===== src/rtl/inst_fetch_buffer.sv =====
// Dual-issue circular instruction queue between fetch and decode.
// Accepts up to two pc/inst pairs per cycle and presents the two oldest.
module inst_fetch_buffer #(
    parameter int DEPTH  = 16,
    parameter int ADDR_W = 32,
    parameter int INST_W = 32,
    localparam int PW    = $clog2(DEPTH),
    localparam int CW    = $clog2(DEPTH + 1)
) (
    input  logic              clk,
    input  logic              rst,
    input  logic              flush_i,
    input  logic              in_valid_1_i,
    input  logic              in_valid_2_i,
    input  logic [ADDR_W-1:0] in_pc_1_i,
    input  logic [ADDR_W-1:0] in_pc_2_i,
    input  logic [INST_W-1:0] in_inst_1_i,
    input  logic [INST_W-1:0] in_inst_2_i,
    input  logic [1:0]        deq_num_i,
    output logic              out_valid_1_o,
    output logic              out_valid_2_o,
    output logic [ADDR_W-1:0] out_pc_1_o,
    output logic [ADDR_W-1:0] out_pc_2_o,
    output logic [INST_W-1:0] out_inst_1_o,
    output logic [INST_W-1:0] out_inst_2_o,
    output logic              fetch_pause_o,
    output logic [CW-1:0]     count_o,
    output logic              overflow_o
);

    logic [PW-1:0]     head_ptr;
    logic [PW-1:0]     tail_ptr;
    logic [CW-1:0]     count;
    logic              overflow;

    logic [ADDR_W-1:0] pc_mem   [DEPTH];
    logic [INST_W-1:0] inst_mem [DEPTH];

    logic [CW-1:0]     free;
    logic [1:0]        deq_req;
    logic [1:0]        eff_deq;
    logic [1:0]        n_wr;
    logic              wr_1;
    logic              wr_2;
    logic              drop;
    logic [PW-1:0]     wr_2_ptr;
    logic [PW-1:0]     head_nxt;

    // Room is judged on pre-dequeue occupancy; older slot wins.
    always_comb begin
        free    = CW'(DEPTH) - count;
        deq_req = (deq_num_i == 2'd3) ? 2'd2 : deq_num_i;
        eff_deq = deq_req;
        if (CW'(deq_req) > count) begin
            eff_deq = count[1:0];
        end
        wr_1 = in_valid_1_i && (free != '0);
        wr_2 = in_valid_2_i &&
               (in_valid_1_i ? (free >= CW'(2))
                             : (free != '0));
        drop = (in_valid_1_i && !wr_1) ||
               (in_valid_2_i && !wr_2);
        n_wr = {1'b0, wr_1} + {1'b0, wr_2};
        wr_2_ptr = wr_1 ? tail_ptr + PW'(1) : tail_ptr;
    end

    always_ff @(posedge clk) begin
        if (rst) begin
            head_ptr <= '0;
            tail_ptr <= '0;
            count    <= '0;
            overflow <= 1'b0;
        end else if (flush_i) begin
            head_ptr <= '0;
            tail_ptr <= '0;
            count    <= '0;
        end else begin
            head_ptr <= head_ptr + PW'(eff_deq);
            tail_ptr <= tail_ptr + PW'(n_wr);
            count    <= count + CW'(n_wr) - CW'(eff_deq);
            if (drop) begin
                overflow <= 1'b1;
            end
        end
    end

    // Storage has no reset; occupancy alone defines validity.
    always_ff @(posedge clk) begin
        if (!rst && !flush_i) begin
            if (wr_1) begin
                pc_mem[tail_ptr]   <= in_pc_1_i;
                inst_mem[tail_ptr] <= in_inst_1_i;
            end
            if (wr_2) begin
                pc_mem[wr_2_ptr]   <= in_pc_2_i;
                inst_mem[wr_2_ptr] <= in_inst_2_i;
            end
        end
    end

    always_comb begin
        head_nxt      = head_ptr + PW'(1);
        out_valid_1_o = (count >= CW'(1));
        out_valid_2_o = (count >= CW'(2));
        out_pc_1_o    = '0;
        out_inst_1_o  = '0;
        out_pc_2_o    = '0;
        out_inst_2_o  = '0;
        if (out_valid_1_o) begin
            out_pc_1_o   = pc_mem[head_ptr];
            out_inst_1_o = inst_mem[head_ptr];
        end
        if (out_valid_2_o) begin
            out_pc_2_o   = pc_mem[head_nxt];
            out_inst_2_o = inst_mem[head_nxt];
        end
        fetch_pause_o = (count > CW'(DEPTH - 4));
        count_o       = count;
        overflow_o    = overflow;
    end

endmodule

===== config.mk =====
export PLATFORM = sky130hd
export DESIGN_NAME = inst_fetch_buffer
export DESIGN_NICKNAME = d
export VERILOG_FILES = /design/src/rtl/inst_fetch_buffer.sv
export SDC_FILE = /design/constraint.sdc
export NUM_CORES = 2
export LEC_CHECK = 0
export ABC_AREA = 0
export ABC_CLOCK_PERIOD_IN_PS = 8700
export BUFFER_PORTS_ARGS = -buffer_cell sky130_fd_sc_hd__buf_2
export CORE_ASPECT_RATIO = 0.6
export CORE_MARGIN = 2
export CORE_UTILIZATION = 60
export CTS_BUF_LIST = sky130_fd_sc_hd__clkbuf_8
export DETAILED_ROUTE_END_ITERATION = 7
export GPL_TIMING_DRIVEN = 0
export MAX_ROUTING_LAYER = met4
export PLACE_DENSITY_LB_ADDON = 0.08
export SLEW_MARGIN = 10
export SYNTH_ARGS = -nofsm -noshare
export SYNTH_HDL_FRONTEND = slang
export SYNTH_SLANG_ARGS = --single-unit

===== constraint.sdc =====
create_clock -name clk -period 8.7 [get_ports clk]
set_input_delay 1.74 -clock clk [delete_from_list [all_inputs] [get_ports clk]]
set_output_delay 1.74 -clock clk [all_outputs]
set_load 0.05 [all_outputs]

# Yosys cells after proc, flatten, opt, wreduce, memory -nomap -nowiden
# Memories as Yosys holds them, arrays and structs flattened. A register that Yosys moved wholly into a read port is not among the register bits.
# Index checks and enable logic that the tools add are counted.
[totals]
register_bits = 14
latch_bits = 0
mem_bits_rw = 1024
romBits = 0
out_inout_bits = 137
wordCells = 50
memories = 2
[op_classes]
n_addsub = 8
mul = 0
div_mod_pow = 0
magnitude_cmp = 5
eq_ne = 1
shifts = 0
mux = 16
n_bitwise = 1
reduce_logical = 13
[memory_table]
columns = ["name", "words", "word_bits", "rd", "rd_ports_with_merged_regs", "write_ports", "line_no", "rtl"]
rows = [
  ["inst_mem", 16, 32, 2, 1, 2, "37", "logic [INST_W-1:0] inst_mem [DEPTH];"],
  ["pc_mem", 16, 32, 2, 1, 2, "36", "logic [ADDR_W-1:0] pc_mem [DEPTH];"],
]
[ops]
columns = ["op", "n"]
rows = [
  ["$mux W32", 4],
  ["$mux W4", 3],
  ["$ge A5 B2 Y1 const B", 2],
  ["$add A4 B1 Y4 const B", 2],
  ["$add A4 B2 Y4", 2],
  ["$mux W1", 7],
  ["$add A5 B2 Y5", 1],
  ["$ge A5 B1 Y1 const B", 1],
  ["$gt A2 B5 Y1", 1],
  ["$gt A5 B4 Y1 const B", 1],
  ["$logic_and A1 B1 Y1", 5],
  ["$reduce_bool A5 Y1", 1],
  ["$sub A5 B2 Y5", 1],
  ["$sub A5 B5 Y5 const A", 1],
  ["$logic_not A1 Y1", 4],
  ["$mux W2", 2],
  ["$add A1 B1 Y2", 1],
  ["$eq A2 B2 Y1 const B", 1],
  ["$reduce_and A2 Y1", 1],
  ["$reduce_or A2 Y1", 1],
  ["$logic_or A1 B1 Y1", 1],
  ["$not A1 Y1", 1],
]

# Logic depth before layout (Yosys ltp)
[depth]
word_depth = 8
ltp_mapped = 16
depth_no_buf = 16

# Least setup slack after synthesis
# Ideal clock, no wire load.
[synth_timing]
path_type = "input port to flip-flop"
start = "input in_valid_1_i"
end = "memory inst_mem[6][0], enable pin"
arrival_time_ns = 7.086
t_required_ns = 8.119
slack_ns = 1.032
stages = 5
path_buffers = 1
cell_sequence = "inv_1 o22ai_1 buf_4 nand3_1 o31ai_1"
[synth_lines]
columns = ["item", "line_no", "rtl"]
rows = [
  ["start, declared", "13", "input logic in_valid_1_i,"],
  ["end, declared", "37", ""],
]

# Final worst setup path
[layout_timing]
start = "register head_ptr[1]"
end = "output out_inst_2_o[14]"
[layout_between]
elab_chain_len = 3
[layout_rtl]
columns = ["item", "line_no", "rtl"]
rows = [
  ["start, declared", "31", "logic [PW-1:0] head_ptr;"],
  ["start signal, assigned", "78", "head_ptr <= head_ptr + PW'(eff_deq);"],
  ["$add A4 B1 Y4", "102", "head_nxt = head_ptr + PW'(1);"],
  ["$mem_v2 Z16 W32", "n/a", ""],
  ["$mux W32", "113", "if (out_valid_2_o) begin"],
  ["end, declared", "25", "output logic [INST_W-1:0] out_inst_2_o,"],
]
# No other way between the ends.

==> results.md <==
• run status: finished clean
• first-pass GRT wire length: 289 mm
• cell type with the largest total area after synthesis: sky130_fd_sc_hd__edfxtp_1
• Avg Synthesized Cell Area: 17.1 um2
• total count of hold-check failures in the final report: 0
• flip-flop cell with the highest count after synthesis: sky130_fd_sc_hd__edfxtp_1
• net count after synthesis: 3748
• hold path startpoint: overflow_o$_SDFFE_PP0P_
• Slew headroom: 13.3%
• Root Buffer Master: sky130_fd_sc_hd__clkbuf_8
• Final setup viols: 0
• overall via count from detail_route: 41000
• Final Util: 67.8%
• register area: 31000 um2
• maximum VDD drop: 0.265 mV
• number of gates resized after CTS: 0
• met3 wire length: 32.4 mm
• die outline width: 417 um
• register bit total from synthesis: 1038
• portion of the post-synthesis area used by sequential elements: 50.5%
• register-to-register setup slack: 3.85 ns
• post-detailed-route count of antenna-violating nets: 0
• routed metal-1 wire length: 79.7 mm
• All-Layer GR Usage: 40.4%
• post-layout min period: 8.10 ns
• Worst EP required: 6.96 ns
• placeable core region: 101000 um2
• nature of the critical path startpoint: flop
• power density over the cells: 251 nW/um2
• Final Net Count: 4222
• launch point of the worst reg-to-reg path: count_o[1]$_SDFF_PP0_
• leading post-synthesis cells by instance count: sky130_fd_sc_hd__edfxtp_1, sky130_fd_sc_hd__mux2_2, sky130_fd_sc_hd__mux4_2
• H-tree levels: 4
• post-DR wirelength/cell: 37.0 um
• critical path type: flop to primary output
• hold crit path type: flop to flop
• worst slack after detailed placement: 1.75 ns
• Longest Clk Path Bufs: 3
• Synth Area in Adders: 0.640%
• Placer Congestion: 0.904
• post-synthesis compound-gate area fraction: 2.02%
• maximum number of pins on one net before global-route repair: 42
• final-layout fill cell count: 6913
• largest stage delay on the critical path: 0.94 ns
• cells after synthesis: 3584
• number of clock buffers inserted by TritonCTS: 158
• DR top layer: met4
• Crit Reg-Reg Endpoint: inst_mem[2][25]$_DFFE_PP_
• worst-path cell chain: clkbuf_1 > buf_2 > buf_1 > nand3_1 > xor2_1 > clkbuf_1 > clkbuf_1 > a211oi_1 > a211oi_1 > buf_2
• area growth from synthesis to layout: 11.6%
• fmax: 0.123 GHz
• sort of element at the end of the critical path: primary output
• routed via count divided by cell count: 7.40
• maximum net fanout on the critical path: 10
• total of max-cap violations: 0
• most prevalent standard cell on the critical path: sky130_fd_sc_hd__clkbuf_1
• First DRT Iteration DRCs: 7256
• post-layout worst setup margin: 0.601 ns
• number of synthesized flops with an enable pin: 1024
• Post-route DRC: 0
• maximum clock skew at final layout: 0.0386 ns
• clock latency on the worst-skew pair: 0.91 ns
• CTS sink cnt: 1038
• instance count along the most critical hold path: 2
• final global-route overflow total: 0
• CTS hold repair buffers: 0
• main combinational cell family by area after synthesis: multiplexers
• vertical die dimension: 252 um
• top-area cell type share of the netlist area: 50.1%
• area fraction in and, or, nand and nor cells after synthesis: 2.18%
• Lkg Pwr: 22.1 nW
• length of routed met2 wiring: 84.4 mm
• worst-path cell with the longest stage delay: sky130_fd_sc_hd__buf_1
• post-synthesis xor/xnor area fraction: 0.114%
• total iterations of the first detailed-routing run: 8
• area occupied by multi-input gates: 28600 um2
• mux contribution to synthesized area: 41.4%
• Final period util: 93.1%
• Worst Max-Slew Pin Slew: 1.30 ns
• Crit path arrival time: 6.36 ns
• unrepaired setup endpoints after global routing: false
• proportion of register bits with asynchronous set or reset after synthesis: 0%
• Worst Reg2Reg Path Length in Cells: 11
• warning count from the yosys run: 0
• unique cell type count in the Yosys netlist: 54
• proportion of layout cells with a drive suffix above 1: 54.0%
• netlist area before placement: 61400 um2
• cell with the most instances after synthesis: sky130_fd_sc_hd__edfxtp_1
• I/O pin cnt: 272
• DIE AREA: 105000 um2
• number of port buffers: 271
• Slew Viols, Final: 0
• clock transition at the registers of the reported paths: 0.07 ns
• count of standard-cell rows: 90
• worst-case hold path end point: overflow_o$_SDFFE_PP0P_
• largest cells by area after synthesis: sky130_fd_sc_hd__edfxtp_1, sky130_fd_sc_hd__mux4_2, sky130_fd_sc_hd__mux2_2
• DRT Wirelength: 205 mm
• number of antenna violations at the first check in global routing: 20
• total design power: 17.2 mW
• CTS tree: yes
• Starting Density: 60.8%
• Setup Fix Bufs, Post-CTS: 0
• number of global-route vias before repair: 39500
• Detail Placement HPWL: 140 mm
==> per-stage QoR <==
stage | cell area (um2) | TNS (ns) | cells | hold slack, ns
finish | 68500 | 0 | 5535 | 0.470
global route | 68500 | 0 | 5532 | 0.512
CTS | 68400 | 0 | 5514 | 0.472
detailed placement | 65500 | 0 | 5231 | 0.459
global placement | 64400 | -2207.22 | 5189 | 0.447
floorplan | 61400 | 0 | 3584 | 0.575
==> report_power, final <==
part           switching (mW)  internal (mW)  leakage, nW
sequential              0.106           5.75         9.34
clock                    2.08           1.90         1.66
combinational            5.10           2.28         11.1
total                    7.29           9.93         22.1
==> worst max-delay path: cells and delay by family (launching register included) <==
kind                      cells  cell delay [ns]
DFF                           1             0.54
AOI/OAI and AO/OA             2             0.86
buffers and inverters         6             3.62
and+or+nand+nor               1             0.20
xor gates and xnor gates      1             0.21
==> layout by cell type (no fill, tap or decap), drive strengths merged, types with 4 or more instances in the layout <==
master    Yosys  routed
mux2       1027    1027
edfxtp     1024    1024
mux4        576     576
buf         161     465
clkbuf      264     446
nor2b       133     133
a211oi      128     128
inv          21      69
mux2i        69      69
clkinv        0      55
ha           25      25
diode         0      20
nor2         17      17
nand2        16      16
dfxtp        14      14
nand3        12      12
o21ai         9       9
nand4         8       8
and2          8       8
a21oi         7       7
a21o          7       7
nor3          6       6
xnor2         6       6
clkinvlp      0       5
fa            4       4
and3          4       4
==> logic make-up after synthesis <==
family | Yosys count
mux | 1672
flops | 1038
buf+inv | 446
simple gates | 223
compound gates | 168
fa+ha+maj | 29
xor+xnor | 8
==> flip-flops by register name, indices dropped and copies added (netlist names) <==
| name | count |
|---|---|
| overflow_o | 1 |
| tail_ptr | 4 |
| head_ptr | 4 |
| pc_mem | 512 |
| inst_mem | 512 |
| count_o | 5 |
==> cell type report <==
| type | count | area share [%] |
|---|---|---|
| Clock inverter | 111 | 0.778 |
| Buffer | 425 | 2.71 |
| Timing Repair Buffer | 314 | 3.36 |
| Inverter | 21 | 0.115 |
| Tap cell | 1334 | 2.44 |
| Sequential cell | 1038 | 45.3 |
| Multi-Input combinational cell | 2100 | 41.8 |
| Clock buffer | 172 | 3.46 |
| Antenna cell | 20 | 0.0731 |
==> metal layers <==
metal | GRT usage (%) | up-vias
met2 | 52.3 | 3565
met3 | 14.3 | 511
met5 | - | -
li1 | - | 15800
met1 | 58.0 | 21100
met4 | 16.8 | 0
==> how the worst max path moves through the flow <==
stage                                endpoint  slack (ns)  depth (start not counted)                    from
global placement    inst_mem[7][24]$_DFFE_PP_       -6.42                          5                 flush_i
CTS                          out_inst_2_o[14]        0.75                         10  head_ptr[1]$_SDFF_PP0_
floorplan            inst_mem[6][0]$_DFFE_PP_        1.03                          5            in_valid_1_i
global route                   out_pc_2_o[15]        0.36                         10  head_ptr[1]$_SDFF_PP0_
detailed placement             out_pc_2_o[15]        1.75                         10  head_ptr[1]$_SDFF_PP0_
finish                       out_inst_2_o[14]        0.60                         10  head_ptr[1]$_SDFF_PP0_
(Power assumes the default switching activity.)
